`src/rtl/ras_spec_ctrl_pkg.sv`:
```
// Shared types and sizing for the RAS speculation controller and its checkpoint queue.
package ras_pkg;

    localparam int RAS_DEPTH = 16;
    localparam int PTR_BITS  = $clog2(RAS_DEPTH);
    localparam int CKPT_W    = 2*PTR_BITS+1;
    localparam int NCKPT     = 8;
    localparam int TAG_W     = $clog2(NCKPT);

    typedef logic [CKPT_W-1:0] ras_ckpt_t;
    typedef logic [TAG_W-1:0]  tag_t;
    typedef logic [TAG_W:0]    cnt_t;

    typedef struct packed {
        ras_ckpt_t   ckpt;
        logic        call;
        logic        ret;
        logic [31:0] ret_addr;
    } ckpt_entry_t;

    typedef enum logic [1:0] {
        ST_IDLE,
        ST_RECOVER,
        ST_REPLAY
    } state_t;

    // Distance of a tag from the queue head; wraps naturally at NCKPT.
    function automatic tag_t tag_age(input tag_t tag, input tag_t head);
        return tag - head;
    endfunction

endpackage

```
`src/rtl/ras_spec_ctrl_if.sv`:
```
// Fetch, resolution/commit and RAS-side signals of the speculation controller.
interface ras_spec_ctrl_if;
    import ras_pkg::*;

    logic        alloc_valid;
    logic        alloc_call;
    logic        alloc_ret;
    logic [31:0] alloc_ret_addr;
    logic        alloc_ready;
    tag_t        alloc_tag;
    logic        fetch_stall;
    logic        mp_valid;
    tag_t        mp_tag;
    logic        flush;
    logic        commit_valid;
    logic        ras_push;
    logic        ras_pop;
    logic [31:0] ras_push_addr;
    logic        ras_recover;
    ras_ckpt_t   ras_recover_ptr;
    ras_ckpt_t   ras_checkpoint;
    cnt_t        count;

    modport master (
        output alloc_valid, alloc_call, alloc_ret, alloc_ret_addr,
        output mp_valid, mp_tag, flush, commit_valid, ras_checkpoint,
        input  alloc_ready, alloc_tag, fetch_stall,
        input  ras_push, ras_pop, ras_push_addr, ras_recover, ras_recover_ptr, count
    );

    modport slave (
        input  alloc_valid, alloc_call, alloc_ret, alloc_ret_addr,
        input  mp_valid, mp_tag, flush, commit_valid, ras_checkpoint,
        output alloc_ready, alloc_tag, fetch_stall,
        output ras_push, ras_pop, ras_push_addr, ras_recover, ras_recover_ptr, count
    );

endinterface

```
`src/rtl/ras_spec_ctrl_ckpt_queue.sv`:
```
// In-order circular checkpoint queue: one entry per predicted CTI, with
// random read by tag, truncate-after-tag and full clear.
module ckpt_queue
    import ras_pkg::*;
(
    input  logic        clk,
    input  logic        rst,
    input  logic        wr_en,
    input  ckpt_entry_t wr_entry,
    input  logic        commit_en,
    input  logic        trunc_en,
    input  tag_t        trunc_tag,
    input  logic        clear_en,
    input  tag_t        rd_tag,
    output ckpt_entry_t rd_entry,
    output tag_t        head,
    output tag_t        tail,
    output cnt_t        count
);

    ckpt_entry_t mem [NCKPT];

    tag_t head_q, head_d;
    tag_t tail_q, tail_d;
    cnt_t count_q, count_d;
    logic commit_fire;
    logic wr_fire;
    cnt_t trunc_len;

    // Truncate and clear win over a same-cycle write; commit always applies.
    always_comb begin
        commit_fire = commit_en && (count_q != '0);
        wr_fire     = wr_en && !trunc_en && !clear_en && (count_q != cnt_t'(NCKPT));
        trunc_len   = cnt_t'(tag_age(trunc_tag, head_q)) + cnt_t'(1);
        head_d      = head_q + tag_t'(commit_fire);
        tail_d      = tail_q;
        count_d     = count_q;
        if (clear_en) begin
            tail_d  = head_d;
            count_d = '0;
        end else if (trunc_en) begin
            tail_d  = trunc_tag + tag_t'(1);
            count_d = trunc_len - cnt_t'(commit_fire);
        end else begin
            tail_d  = tail_q + tag_t'(wr_fire);
            count_d = count_q + cnt_t'(wr_fire) - cnt_t'(commit_fire);
        end
    end

    always_ff @(posedge clk) begin
        if (rst) begin
            head_q  <= '0;
            tail_q  <= '0;
            count_q <= '0;
        end else begin
            head_q  <= head_d;
            tail_q  <= tail_d;
            count_q <= count_d;
        end
    end

    always_ff @(posedge clk) begin
        if (wr_fire) begin
            mem[tail_q] <= wr_entry;
        end
    end

    assign rd_entry = mem[rd_tag];
    assign head     = head_q;
    assign tail     = tail_q;
    assign count    = count_q;

endmodule

```
`src/rtl/ras_spec_ctrl.sv`:
```
// RAS speculation controller: turns call/return predictions into RAS strobes,
// checkpoints each CTI, and sequences recover + replay on mispredict or flush.
module ras_spec_ctrl
    import ras_pkg::*;
(
    input  logic           clk,
    input  logic           rst,
    ras_spec_ctrl_if.slave bus
);

    state_t      state_q, state_d;
    ckpt_entry_t rec_q, rec_d;
    logic        replay_q, replay_d;

    tag_t        head, tail, mp_age, rd_tag;
    cnt_t        count;
    ckpt_entry_t rd_entry, wr_entry;
    logic        alloc_ready, alloc_fire;
    logic        mp_ok, mp_take, flush_ok;
    logic        replaying;

    always_comb begin
        alloc_ready = (state_q == ST_IDLE) && (count != cnt_t'(NCKPT));
        alloc_fire  = bus.alloc_valid && alloc_ready && !rst;
        wr_entry    = '{ckpt: bus.ras_checkpoint, call: bus.alloc_call,
                        ret: bus.alloc_ret, ret_addr: bus.alloc_ret_addr};
        mp_age      = tag_age(bus.mp_tag, head);
        mp_ok       = bus.mp_valid && (cnt_t'(mp_age) < count);
        // While recovering, the CTI being recovered is the youngest entry, so
        // only a strictly older tag may restart recovery.
        mp_take     = mp_ok && ((state_q == ST_IDLE) ||
                                (cnt_t'(mp_age) + cnt_t'(1) < count));
        flush_ok    = bus.flush && (count != '0);
        rd_tag      = flush_ok ? head : bus.mp_tag;
    end

    ckpt_queue u_queue (
        .clk       (clk),
        .rst       (rst),
        .wr_en     (alloc_fire),
        .wr_entry  (wr_entry),
        .commit_en (bus.commit_valid),
        .trunc_en  (mp_take && !flush_ok),
        .trunc_tag (bus.mp_tag),
        .clear_en  (flush_ok),
        .rd_tag    (rd_tag),
        .rd_entry  (rd_entry),
        .head      (head),
        .tail      (tail),
        .count     (count)
    );

    always_comb begin
        state_d  = state_q;
        rec_d    = rec_q;
        replay_d = replay_q;
        if (flush_ok) begin
            rec_d    = rd_entry;
            replay_d = 1'b0;
            state_d  = ST_RECOVER;
        end else if (mp_take) begin
            rec_d    = rd_entry;
            replay_d = 1'b1;
            state_d  = ST_RECOVER;
        end else begin
            case (state_q)
                ST_RECOVER: state_d = replay_q ? ST_REPLAY : ST_IDLE;
                ST_REPLAY:  state_d = ST_IDLE;
                default:    state_d = ST_IDLE;
            endcase
        end
    end

    always_ff @(posedge clk) begin
        if (rst) begin
            state_q  <= ST_IDLE;
            rec_q    <= '0;
            replay_q <= 1'b0;
        end else begin
            state_q  <= state_d;
            rec_q    <= rec_d;
            replay_q <= replay_d;
        end
    end

    assign replaying           = (state_q == ST_REPLAY);
    assign bus.alloc_ready     = alloc_ready;
    assign bus.fetch_stall     = !alloc_ready;
    assign bus.alloc_tag       = tail;
    assign bus.count           = count;
    assign bus.ras_recover     = (state_q == ST_RECOVER);
    assign bus.ras_recover_ptr = (state_q == ST_RECOVER) ? rec_q.ckpt : '0;
    assign bus.ras_push        = replaying ? rec_q.call : (alloc_fire && bus.alloc_call);
    assign bus.ras_pop         = replaying ? rec_q.ret  : (alloc_fire && bus.alloc_ret);
    assign bus.ras_push_addr   = replaying  ? rec_q.ret_addr :
                                 alloc_fire ? bus.alloc_ret_addr : 32'h0;

endmodule

```
`src/flat_wrapper.sv`:
```
// flat-port wrapper written by rule: the top's interface ports become plain ports
module ras_spec_ctrl_flat import ras_pkg::*;
  (clk, rst, bus_alloc_valid, bus_alloc_call, bus_alloc_ret, bus_alloc_ret_addr, bus_mp_valid, bus_mp_tag, bus_flush, bus_commit_valid, bus_ras_checkpoint, bus_alloc_ready, bus_alloc_tag, bus_fetch_stall, bus_ras_push, bus_ras_pop, bus_ras_push_addr, bus_ras_recover, bus_ras_recover_ptr, bus_count);
  ras_spec_ctrl_if bus_i ();
  input  logic clk;
  input  logic rst;
  input wire logic [$bits(bus_i.alloc_valid)-1:0] bus_alloc_valid;
  input wire logic [$bits(bus_i.alloc_call)-1:0] bus_alloc_call;
  input wire logic [$bits(bus_i.alloc_ret)-1:0] bus_alloc_ret;
  input wire logic [$bits(bus_i.alloc_ret_addr)-1:0] bus_alloc_ret_addr;
  input wire logic [$bits(bus_i.mp_valid)-1:0] bus_mp_valid;
  input wire logic [$bits(bus_i.mp_tag)-1:0] bus_mp_tag;
  input wire logic [$bits(bus_i.flush)-1:0] bus_flush;
  input wire logic [$bits(bus_i.commit_valid)-1:0] bus_commit_valid;
  input wire logic [$bits(bus_i.ras_checkpoint)-1:0] bus_ras_checkpoint;
  output wire logic [$bits(bus_i.alloc_ready)-1:0] bus_alloc_ready;
  output wire logic [$bits(bus_i.alloc_tag)-1:0] bus_alloc_tag;
  output wire logic [$bits(bus_i.fetch_stall)-1:0] bus_fetch_stall;
  output wire logic [$bits(bus_i.ras_push)-1:0] bus_ras_push;
  output wire logic [$bits(bus_i.ras_pop)-1:0] bus_ras_pop;
  output wire logic [$bits(bus_i.ras_push_addr)-1:0] bus_ras_push_addr;
  output wire logic [$bits(bus_i.ras_recover)-1:0] bus_ras_recover;
  output wire logic [$bits(bus_i.ras_recover_ptr)-1:0] bus_ras_recover_ptr;
  output wire logic [$bits(bus_i.count)-1:0] bus_count;
  assign bus_i.alloc_valid = bus_alloc_valid;
  assign bus_i.alloc_call = bus_alloc_call;
  assign bus_i.alloc_ret = bus_alloc_ret;
  assign bus_i.alloc_ret_addr = bus_alloc_ret_addr;
  assign bus_i.mp_valid = bus_mp_valid;
  assign bus_i.mp_tag = bus_mp_tag;
  assign bus_i.flush = bus_flush;
  assign bus_i.commit_valid = bus_commit_valid;
  assign bus_i.ras_checkpoint = bus_ras_checkpoint;
  assign bus_alloc_ready = bus_i.alloc_ready;
  assign bus_alloc_tag = bus_i.alloc_tag;
  assign bus_fetch_stall = bus_i.fetch_stall;
  assign bus_ras_push = bus_i.ras_push;
  assign bus_ras_pop = bus_i.ras_pop;
  assign bus_ras_push_addr = bus_i.ras_push_addr;
  assign bus_ras_recover = bus_i.ras_recover;
  assign bus_ras_recover_ptr = bus_i.ras_recover_ptr;
  assign bus_count = bus_i.count;
  ras_spec_ctrl u_core (.clk(clk), .rst(rst), .bus(bus_i));
endmodule
```
`config.mk`:
```
export PLATFORM = sky130hd
export DESIGN_NAME = ras_spec_ctrl_flat
export DESIGN_NICKNAME = d
export VERILOG_FILES = /design/src/rtl/ras_spec_ctrl_pkg.sv /design/src/rtl/ras_spec_ctrl_if.sv /design/src/rtl/ras_spec_ctrl_ckpt_queue.sv /design/src/rtl/ras_spec_ctrl.sv /design/src/flat_wrapper.sv
export SDC_FILE = /design/constraint.sdc
export NUM_CORES = 1
export LEC_CHECK = 0
export CAP_MARGIN = 40
export CORE_MARGIN = 2
export CORE_UTILIZATION = 30
export CTS_CLUSTER_SIZE = 14
export DETAILED_ROUTE_END_ITERATION = 12
export DONT_BUFFER_PORTS = 1
export GPL_ROUTABILITY_DRIVEN = 0
export REMOVE_ABC_BUFFERS = 1
export SYNTH_ARGS = -nofsm -noshare
export SYNTH_HDL_FRONTEND = slang
export SYNTH_SLANG_ARGS = --single-unit
```
`constraint.sdc`:
```
create_clock -name clk -period 8.1 [get_ports clk]
set_clock_uncertainty 0.15 [all_clocks]
set_input_delay 1.215 -clock clk [delete_from_list [all_inputs] [get_ports clk]]
set_output_delay 1.215 -clock clk [all_outputs]
set_load 0.05 [all_outputs]
```
After elaboration in Yosys (flattened, before gate mapping)

Memory sizes are Yosys's and may differ from the RTL's.
Cells that the tools add are included.

Register bits: 56
Memory bits (writable): 344
Bits of input ports: 52
Output and inout bits: 53
Logic and storage cells: 65
Memories: 1

Memories:

| name               | words | width | read ports | clocked after memory_dff | write ports | RTL line                       | text |
|---|---|---|---|---|---|---|---|
| u_core.u_queue.mem | 8     | 43    | 1          | 0                        | 1           | ras_spec_ctrl_ckpt_queue.sv:21 | `ckpt_entry_t mem [NCKPT];` |

$add $sub $neg: 8
$lt $le $gt $ge: 2
Equality and inequality tests: 3
Multiplexer cells: 17
Bitwise operators: 1
Reductions and logical operators: 23

Operators with widths:

| cell                                                                  | count |
|---|---|
| 43-bit 2-to-1 mux                                                     | 2 |
| 32-bit 2-to-1 mux                                                     | 2 |
| 1-bit logical AND                                                     | 13 |
| 3-bit 2-to-1 mux                                                      | 3 |
| 9-bit 2-to-1 mux                                                      | 1 |
| 4-bit by 1-bit subtractor with 4-bit output                           | 2 |
| 1-bit 2-to-1 mux                                                      | 7 |
| 3-bit by 1-bit adder with 3-bit output                                | 2 |
| 3-bit by 1-bit adder with 4-bit output, second input constant         | 1 |
| 4-bit by 1-bit adder with 4-bit output                                | 1 |
| 1-bit zero test                                                       | 4 |
| 3-bit by 4-bit less-than comparator with 1-bit output                 | 1 |
| 4-bit less-than comparator                                            | 1 |
| 4-bit 2-to-1 mux                                                      | 1 |
| 4-bit != test, second input constant                                  | 1 |
| 4-bit nonzero test                                                    | 1 |
| 4-bit OR reduction                                                    | 1 |
| 3-bit by 1-bit adder with 3-bit output, second input constant         | 1 |
| 3-bit subtractor                                                      | 1 |
| 2-bit by 1-bit equality test with 1-bit output, second input constant | 1 |
| 2-bit equality test, second input constant                            | 1 |
| 2-bit zero test                                                       | 1 |
| 2-bit 2-to-1 mux                                                      | 1 |
| 2-bit nonzero test                                                    | 1 |
| other kinds (3)                                                       | 3 |

Depth between registers and ports, before layout

Gate-level depths: netlist of run 1.

Depth in word-level cells: 13
Mapped depth: 23
Gate-level depth less buffers: 21

By module

A second synthesis of run 1 with hierarchy kept.

Cell total of the unflattened synthesis: 876
Area total of the unflattened synthesis: 16693.5 sq um

Modules (own cells, without submodules):

| module        | times used | cells an instance | area each (sq um) | sequential area each (sq um) |
|---|---|---|---|---|
| ckpt_queue    | 1          | 591               | 13973.4           | 10530.1 |
| ras_spec_ctrl | 1          | 285               | 2720.1            | 920.9 |

Worst setup path after synthesis of run 1

OpenSTA, ideal clock, no wires.

Path kind: input to register
Start point: input port bus_mp_tag[0]
End point: memory u_core.u_queue.mem[1][0] (netlist bit), enable pin
Setup time: 0.496 ns
Data arrival time: 6.812 ns
Required time: 7.454 ns
Slack: 0.642 ns
Stages: 15
Buffers on the path: 1
Path through: inv_1 > ha_1 > inv_1 > fa_1 > xor2_1 > xnor2_1 > xnor2_1 > inv_1 > ha_1 > o21ai_0 > o21bai_1 > a21o_1 > clkbuf_1 > nand4_1 > nor3_1

Cells in the longest elaborated chain, start to end: 12
Elaborated cells on any way between the ends: 14
Those cells by class: 2 x add/sub; 2 x order compare; 2 x mux; 8 x reduce/logical

Ends and longest elaborated chain:

| what                                       | RTL line                       | text |
|---|---|---|
| start, declared                            | flat_wrapper.sv:12             | `input wire logic [$bits(bus_i.mp_tag)-1:0] bus_mp_tag;` |
| 3-bit subtractor (*)                       | ras_spec_ctrl_pkg.sv:29        | `return tag - head;` |
| 3-bit by 1-bit adder with 4-bit output     | ras_spec_ctrl.sv:32            | `(cnt_t'(mp_age) + cnt_t'(1) < count));` |
| 4-bit less-than comparator                 | ras_spec_ctrl.sv:32            |  |
| 1-bit logical OR                           | ras_spec_ctrl.sv:31            | `mp_take = mp_ok && ((state_q == ST_IDLE) \|\|` |
| 1-bit logical AND (*)                      | ras_spec_ctrl.sv:31            |  |
| 1-bit logical AND (*)                      | ras_spec_ctrl.sv:43            | `.trunc_en (mp_take && !flush_ok),` |
| 1-bit zero test (*)                        | ras_spec_ctrl_ckpt_queue.sv:33 | `wr_fire = wr_en && !trunc_en && !clear_en && (count_q != cnt_t'(NCKPT));` |
| 1-bit logical AND (*) (3 in a row)         | ras_spec_ctrl_ckpt_queue.sv:33 |  |
| 1-bit 2-to-1 mux (*)                       | ras_spec_ctrl_ckpt_queue.sv:63 | `if (wr_fire) begin` |
| 1-bit 2-to-1 mux (not written as such) (*) | ras_spec_ctrl_ckpt_queue.sv:64 | `mem[tail_q] <= wr_entry;` |
| end, declared                              | ras_spec_ctrl_ckpt_queue.sv:21 |  |

Every way passes the cells marked *; elsewhere a longest branch is shown, timed or not.

Final worst setup path of run 1

Start point: input port bus_mp_tag[0]
End point: memory u_core.u_queue.mem[2][33] (netlist bit), enable pin

Same word-level chain as after synthesis.

==> impl_metrics.sql, run 1 <==
INSERT INTO impl_metrics (metric_group, metric, value, unit) VALUES
('status', 'run_status', 'complete, no violations', ''),
('global_routing', 'gr-usage-met1', '17.7', '%'),
('detailed_routing', 'antenna_left', '0', ''),
('synthesis', 'yosys_warnings', '0', ''),
('global_routing', 'grt-ovfl-total', '0', ''),
('pwr', 'seq_power_share', '42.5', '%'),
('global_routing', 'largest_net_degree_at_the_start_of_global_routing', '57', ''),
('final_layout', 'fin_util', '34.5', '%'),
('sta', 'grt_setup_unrepaired', 'false', ''),
('synthesis', 'post_synthesis_register_bit_count', '400', ''),
('global_routing', 'antenna_found_initial', '1', ''),
('sta', 'tightestPinTransition', '871', 'ps'),
('die', 'num_rows', '85', ''),
('cts', 'numCtsBuffers', '39', ''),
('global_routing', 'gr_usage_total', '13.5', '%'),
('placed_design', 'post_place_cell_area', '17300', 'µm²'),
('global_routing', 'grt_pass1_vias', '9078', ''),
('worst_setup_path', 'timing.critical_path.arrival', '5480', 'ps'),
('synthesis', 'synthFlopType', 'sky130_fd_sc_hd__edfxtp_1', ''),
('detailed_routing', 'drc_errors', '0', ''),
('die', 'die_height', '237', 'µm'),
('cts', 'cts_resized', '0', ''),
('sta', 'setup_tns', '0', 'ps'),
('global_routing', 'use_met2', '22.3', '%'),
('worst_setup_path', 'start_kind', 'input port', ''),
('pwr', 'vdd.ir_drop.worst', '0.000169', 'V'),
('cts', 'cts-hold-fix-buffers', '0', ''),
('worst_setup_path', 'required', '8150', 'ps'),
('synthesis', 'ys_async_sr_fraction', '0', '%'),
('pwr', 'power_report.internal_total', '4.10', 'mW'),
('detailed_routing', 'length_of_the_first_detailed_routing_pass_in_iterations', '5', ''),
('synthesis', 'syn-cell-area', '16200', 'µm²'),
('cts', 'post_cts_buffers', '0', ''),
('synthesis', 'synth-edff-count', '344', ''),
('final_layout', 'antennaDiodeCount', '0', ''),
('synthesis', 'mean_syn_cell_area', '15.5', 'µm²'),
('placed_design', 'io_buffer_count', '0', ''),
('pwr', 'share_comb_of_total_power', '29.5', '%'),
('final_layout', 'fin_area', '18500', 'µm²'),
('global_routing', 'globalRouteMet3Util', '3.44', '%'),
('cts', 'reg_clk_slew_reported_paths', '60', 'ps'),
('final_layout', 'finish.net_count', '1135', ''),
('cts', 'clk_root_buffer_cell', 'sky130_fd_sc_hd__clkbuf_16', ''),
('final_layout', 'post_route_cells_drive_above_1_share', '13.4', '%'),
('pwr', 'power_switching', '2.07', 'mW'),
('sta', 'count_of_endpoints_failing_setup_in_the_final_report', '0', ''),
('sta', 'finalCriticalPeriod', '5440', 'ps'),
('synthesis', 'netlist_top_cells_area', 'sky130_fd_sc_hd__edfxtp_1, sky130_fd_sc_hd__mux2i_1, sky130_fd_sc_hd__dfxtp_1', ''),
('cts', 'number_of_clock_sinks', '400', ''),
('detailed_routing', 'dr_total_vias', '8930', ''),
('placed_design', 'number_of_placed_instances_taps_included', '1716', ''),
('min_path', 'worstHoldPathType', 'reg -> reg', ''),
('detailed_routing', 'viasPerCell', '4.99', ''),
('die', 'design.core.area', '53700', 'µm²'),
('pwr', 'static-leakage-power', '6.35', 'nW'),
('die', 'floorplan.initialDensity', '30.2', '%'),
('cts', 'tritoncts', 'done', ''),
('pwr', 'powerDensity', '333', 'nW/µm²'),
('detailed_routing', 'drt_wl_total', '38200', 'µm'),
('die', 'ios', '105', ''),
('run', 'cap_viol_max_count', '0', ''),
('cts', 'clock_tree.htree_level_count', '2', ''),
('sta', 'post-route-period-util', '67.1', '%'),
('worst_setup_path', 'timing.critical_path.fanout_max', '49', ''),
('synthesis', 'ys_seq_area_share', '70.6', '%'),
('sta', 'worst_slew_margin_rel', '41.8', '%'),
('cts', 'number_of_buffers_between_clock_root_and_the_deepest_sink', '3', ''),
('detailed_routing', 'wire_per_inst', '21.4', 'µm'),
('synthesis', 'postSynthCellCount', '1047', ''),
('cts', 'clkLatencyLatePin', '540', 'ps'),
('pwr', 'share_clk_of_total_power', '28.0', '%');
## power by group through the flow
stage	Clock (mW)	Sequential (mW)	Combinational (mW)
2_1_floorplan	0	2.62	1.67
3_3_place_gp	0	2.66	1.75
3_5_place_dp	0	2.67	1.82
4_1_cts	1.77	2.63	1.83
5_1_grt	1.84	2.65	1.98
6_report	1.73	2.62	1.82
## critical path, cell delays in order
cell                       delay, ps
sky130_fd_sc_hd__inv_1            50
sky130_fd_sc_hd__ha_1            140
sky130_fd_sc_hd__inv_1            40
sky130_fd_sc_hd__fa_1            360
sky130_fd_sc_hd__xor2_1          160
sky130_fd_sc_hd__xnor2_1         290
sky130_fd_sc_hd__xnor2_1         230
sky130_fd_sc_hd__inv_1            80
sky130_fd_sc_hd__ha_1            270
sky130_fd_sc_hd__o21ai_0          80
sky130_fd_sc_hd__o21bai_1        500
sky130_fd_sc_hd__a21oi_4          90
sky130_fd_sc_hd__buf_4           320
sky130_fd_sc_hd__or3b_1          580
sky130_fd_sc_hd__nor2_4          560
sky130_fd_sc_hd__buf_4           460
## final cells by class
cell class              instances  area, µm²
clock buffers                  57       1090
clock inverters                15        120
fillers                      5004      35200
inverters                      16       60.1
multi-input cells             572       4540
flip-flops and latches        400      11500
well taps                     696        871
repair buffers                 32        390
## registers in the layout (all words and copies together), names as in the netlist
name and count:
u_core.u_queue.count 4, u_core.replay_q 1, u_core.state_q 2, u_core.rec_q 43, u_core.u_queue.head 3, u_core.u_queue.mem 344, u_core.u_queue.tail 3
## through the flow
| step | hold slack [ps] | worst slack [ps] |
|---|---|---|
| final | 298 | 2660 |
| after global routing | 309 | 2300 |
| after CTS | 299 | 2670 |
| after detailed placement | 290 | 2100 |
| after global placement | 272 | 1940 |
| after floorplan | 265 | -4760 |
## cells in the final DEF, fill, tap and decap left out, drive strengths merged, types with 3 or more instances in the layout
cell       n
a211oi    23
a21boi     4
a21o       3
a21oi      8
a22o      34
a311oi     6
and2      12
buf       32
clkbuf    57
clkinv    11
dfxtp     56
edfxtp   344
ha        20
inv       18
mux2      38
mux2i    137
nand2     51
nand2b     6
nand3     44
nor2      60
nor2b      4
nor3       4
o2111ai   19
o211ai    23
o21ai      3
o22a      12
o22ai     37
xnor2      7
xor2       3
## per-layer routing
metal | vias up | wire length [µm]
li1 | 4124 | -
met1 | 4565 | 16800
met2 | 197 | 18300
met3 | 42 | 2350
met4 | 2 | 732
met5 | - | 13
## logic make-up after synthesis
logic type               synth area share [%]
multiplexers                             11.1
flip-flops                               70.6
AND/OR/NAND/NOR                          5.50
AO/OA/AOI/OAI                            8.50
adder cells (fa/ha/maj)                  1.79
XOR/XNOR                                0.540
buffers and inverters                    2.04
## path summary, 6_finish.rpt
| kind | from | endpoint | slack [ps] | cells after the start |
|---|---|---|---|---|
| worst min register to register | u_core.replay_q | u_core.state_q[1] | 300 | 2 |
| worst max register to register | u_core.u_queue.head[0] | u_core.u_queue.mem[2][33] | 3020 | 15 |
| worst max-delay path | bus_mp_tag[0] | u_core.u_queue.mem[2][33] | 2660 | 16 |
| worst min-delay path | u_core.replay_q | u_core.state_q[1] | 300 | 2 |
No activity file was read; power rests on OpenSTA's default activity.
==> inputs of run 2 (changes only) <==
==> constraint.sdc (replaced) <==
create_clock -name clk -period 4.99 [get_ports clk]
set_clock_uncertainty 0.15 [all_clocks]
set_input_delay 0.7485 -clock clk [delete_from_list [all_inputs] [get_ports clk]]
set_output_delay 0.7485 -clock clk [all_outputs]
set_load 0.05 [all_outputs]
==> impl_metrics.sql, run 2 (synthesis gave the netlist of run 1 again) <==
INSERT INTO impl_metrics (metric_group, metric, value, unit) VALUES
('detailed_routing', 'drc_errors', '0', ''),
('pwr', 'power_report.internal_total', '6.74', 'mW'),
('cts', 'clkLatencyLatePin', '530', 'ps'),
('cts', 'clk_root_buffer_cell', 'sky130_fd_sc_hd__clkbuf_16', ''),
('worst_setup_path', 'end_kind', 'output port', ''),
('cts', 'post_cts_buffers', '0', ''),
('global_routing', 'antenna_found_initial', '2', ''),
('worst_setup_path', 'critical_path_class', 'reg -> out', ''),
('cts', 'numCtsBuffers', '38', ''),
('sta', 'finalMaxSlewViolations', '0', ''),
('sta', 'setup_tns', '0', 'ps'),
('global_routing', 'gr_usage_total', '13.1', '%'),
('die', 'num_rows', '85', ''),
('sta', 'count_of_endpoints_failing_setup_in_the_final_report', '0', ''),
('final_layout', 'most-common-layout-cells', 'sky130_fd_sc_hd__edfxtp_1, sky130_fd_sc_hd__mux2i_1, sky130_fd_sc_hd__dfxtp_1', ''),
('detailed_routing', 'viasPerCell', '4.90', ''),
('cts', 'cts-hold-fix-buffers', '0', ''),
('pwr', 'vdd.ir_drop.worst', '0.000269', 'V'),
('sta', 'finalCriticalPeriod', '4280', 'ps'),
('final_layout', 'finish.net_count', '1137', ''),
('sta', 'tightestPinTransition', '873', 'ps'),
('detailed_routing', 'wire_per_inst', '20.7', 'µm'),
('detailed_routing', 'drt_wl_total', '37000', 'µm'),
('worst_setup_path', 'required', '4090', 'ps'),
('pwr', 'power_switching', '3.31', 'mW'),
('cts', 'number_of_clock_sinks', '400', ''),
('sta', 'worst_slew_margin_rel', '41.7', '%'),
('global_routing', 'grt_pass1_wl', '56000', 'µm'),
('final_layout', 'fill_cells', '5027', ''),
('sta', 'clock.fmax', '234', 'MHz'),
('detailed_routing', 'antenna_left', '0', ''),
('final_layout', 'layout_commonest_cell', 'sky130_fd_sc_hd__edfxtp_1', ''),
('final_layout', 'multi_input_comb_area', '4540', 'µm²'),
('run', 'cap_viol_max_count', '0', ''),
('min_path', 'startpoint_of_the_most_critical_hold_path', 'rst', ''),
('global_routing', 'grt_pass1_vias', '8945', ''),
('final_layout', 'register_area', '11500', 'µm²'),
('final_layout', 'area_growth', '14.0', '%'),
('global_routing', 'grt-ovfl-total', '0', ''),
('detailed_routing', 'length_of_the_first_detailed_routing_pass_in_iterations', '4', ''),
('pwr', 'share_comb_of_total_power', '29.4', '%'),
('final_layout', 'fin_util', '34.5', '%'),
('placed_design', 'io_buffer_count', '0', ''),
('cts', 'tritoncts', 'done', ''),
('die', 'die_w', '237', 'µm'),
('cts', 'number_of_buffers_between_clock_root_and_the_deepest_sink', '3', ''),
('worst_setup_path', 'timing.critical_path.arrival', '3380', 'ps'),
('pwr', 'powerDensity', '543', 'nW/µm²'),
('cts', 'cts_resized', '0', ''),
('min_path', 'worstHoldPathType', 'in -> reg', ''),
('detailed_routing', 'dr_total_vias', '8761', ''),
('worst_setup_path', 'timing.critical_path.fanout_max', '22', ''),
('sta', 'fin_worst_hold_slack', '145', 'ps'),
('placed_design', 'dpl.hpwl', '23600', 'µm'),
('die', 'design.core.area', '53700', 'µm²'),
('pwr', 'seq_power_share', '42.2', '%'),
('cts', 'reg_clk_slew_reported_paths', '60', 'ps'),
('status', 'run_status', 'complete, no violations', ''),
('worst_setup_path', 'start_kind', 'flop', ''),
('final_layout', 'antennaDiodeCount', '0', ''),
('pwr', 'share_clk_of_total_power', '28.4', '%'),
('die', 'die_height', '237', 'µm'),
('pwr', 'static-leakage-power', '6.35', 'nW'),
('cts', 'clock_tree.htree_level_count', '2', ''),
('sta', 'hold_violations', '0', ''),
('final_layout', 'largest_register_ff_count', '344', ''),
('sta', 'post-route-period-util', '85.8', '%'),
('final_layout', 'max_flop_register', 'u_core.u_queue.mem', ''),
('global_routing', 'largest_net_degree_at_the_start_of_global_routing', '77', ''),
('worst_setup_path', 'rr_startpoint', 'u_core.u_queue.head[0]', ''),
('die', 'die_area', '56000', 'µm²'),
('pwr', 'switching_fraction_of_total_power', '33.0', '%'),
('sta', 'grt_setup_unrepaired', 'false', ''),
('die', 'ios', '105', ''),
('final_layout', 'post_route_cells_drive_above_1_share', '13.4', '%'),
('detailed_routing', 'first_iter_violations', '529', ''),
('worst_setup_path', 'startpoint', 'u_core.u_queue.count[2]', ''),
('die', 'floorplan.initialDensity', '30.2', '%');
## run 2: layout make-up
class	count	area share [%]
flip-flops and latches	400	61.9
repair buffers	35	1.94
clock inverters	15	0.947
multi-input cells	572	24.5
inverters	16	0.325
clock buffers	53	5.67
well taps	696	4.71
## run 2: worst paths after layout
kind                                  end  slack [ps]  depth (start not counted)
setup / recovery             bus_ras_push         710                          6
setup reg to reg  u_core.u_queue.count[3]         830                         20
hold reg to reg         u_core.state_q[1]         290                          2
hold / removal            u_core.rec_q[1]         140                          1
## run 2: metal layers
layer	share of wire (%)	track usage, %
met1	45	16.9
met2	48	21.9
met3	5.5	3.32
met4	1.9	3.53
met5	0.035	0
## run 2: stage by stage
step                      total power, mW  area (µm²)  std cells  setup slack, ps
final                                10.0       18500       1787              711
after global routing                 10.5       18500       1787              490
after CTS                            10.1       18500       1787              666
after detailed placement             7.28       17300       1719              438
after global placement               7.20       17200       1714              488
after floorplan                      6.73       16000        988            -7870
## run 2: worst max-delay path: stages, from the launching register on
cell	delay, ps
sky130_fd_sc_hd__dfxtp_1	650
sky130_fd_sc_hd__inv_1	280
sky130_fd_sc_hd__ha_1	270
sky130_fd_sc_hd__a21o_1	420
sky130_fd_sc_hd__nor3b_4	290
sky130_fd_sc_hd__buf_4	340
sky130_fd_sc_hd__a22o_1	580
## run 2: power groups by stage
stage | sequential, mW | clock, mW | combinational, mW
finish | 4.24 | 2.86 | 2.95
global route | 4.27 | 3.04 | 3.22
CTS | 4.24 | 2.92 | 2.98
detailed placement | 4.31 | 0 | 2.97
global placement | 4.30 | 0 | 2.90
floorplan | 4.25 | 0 | 2.48
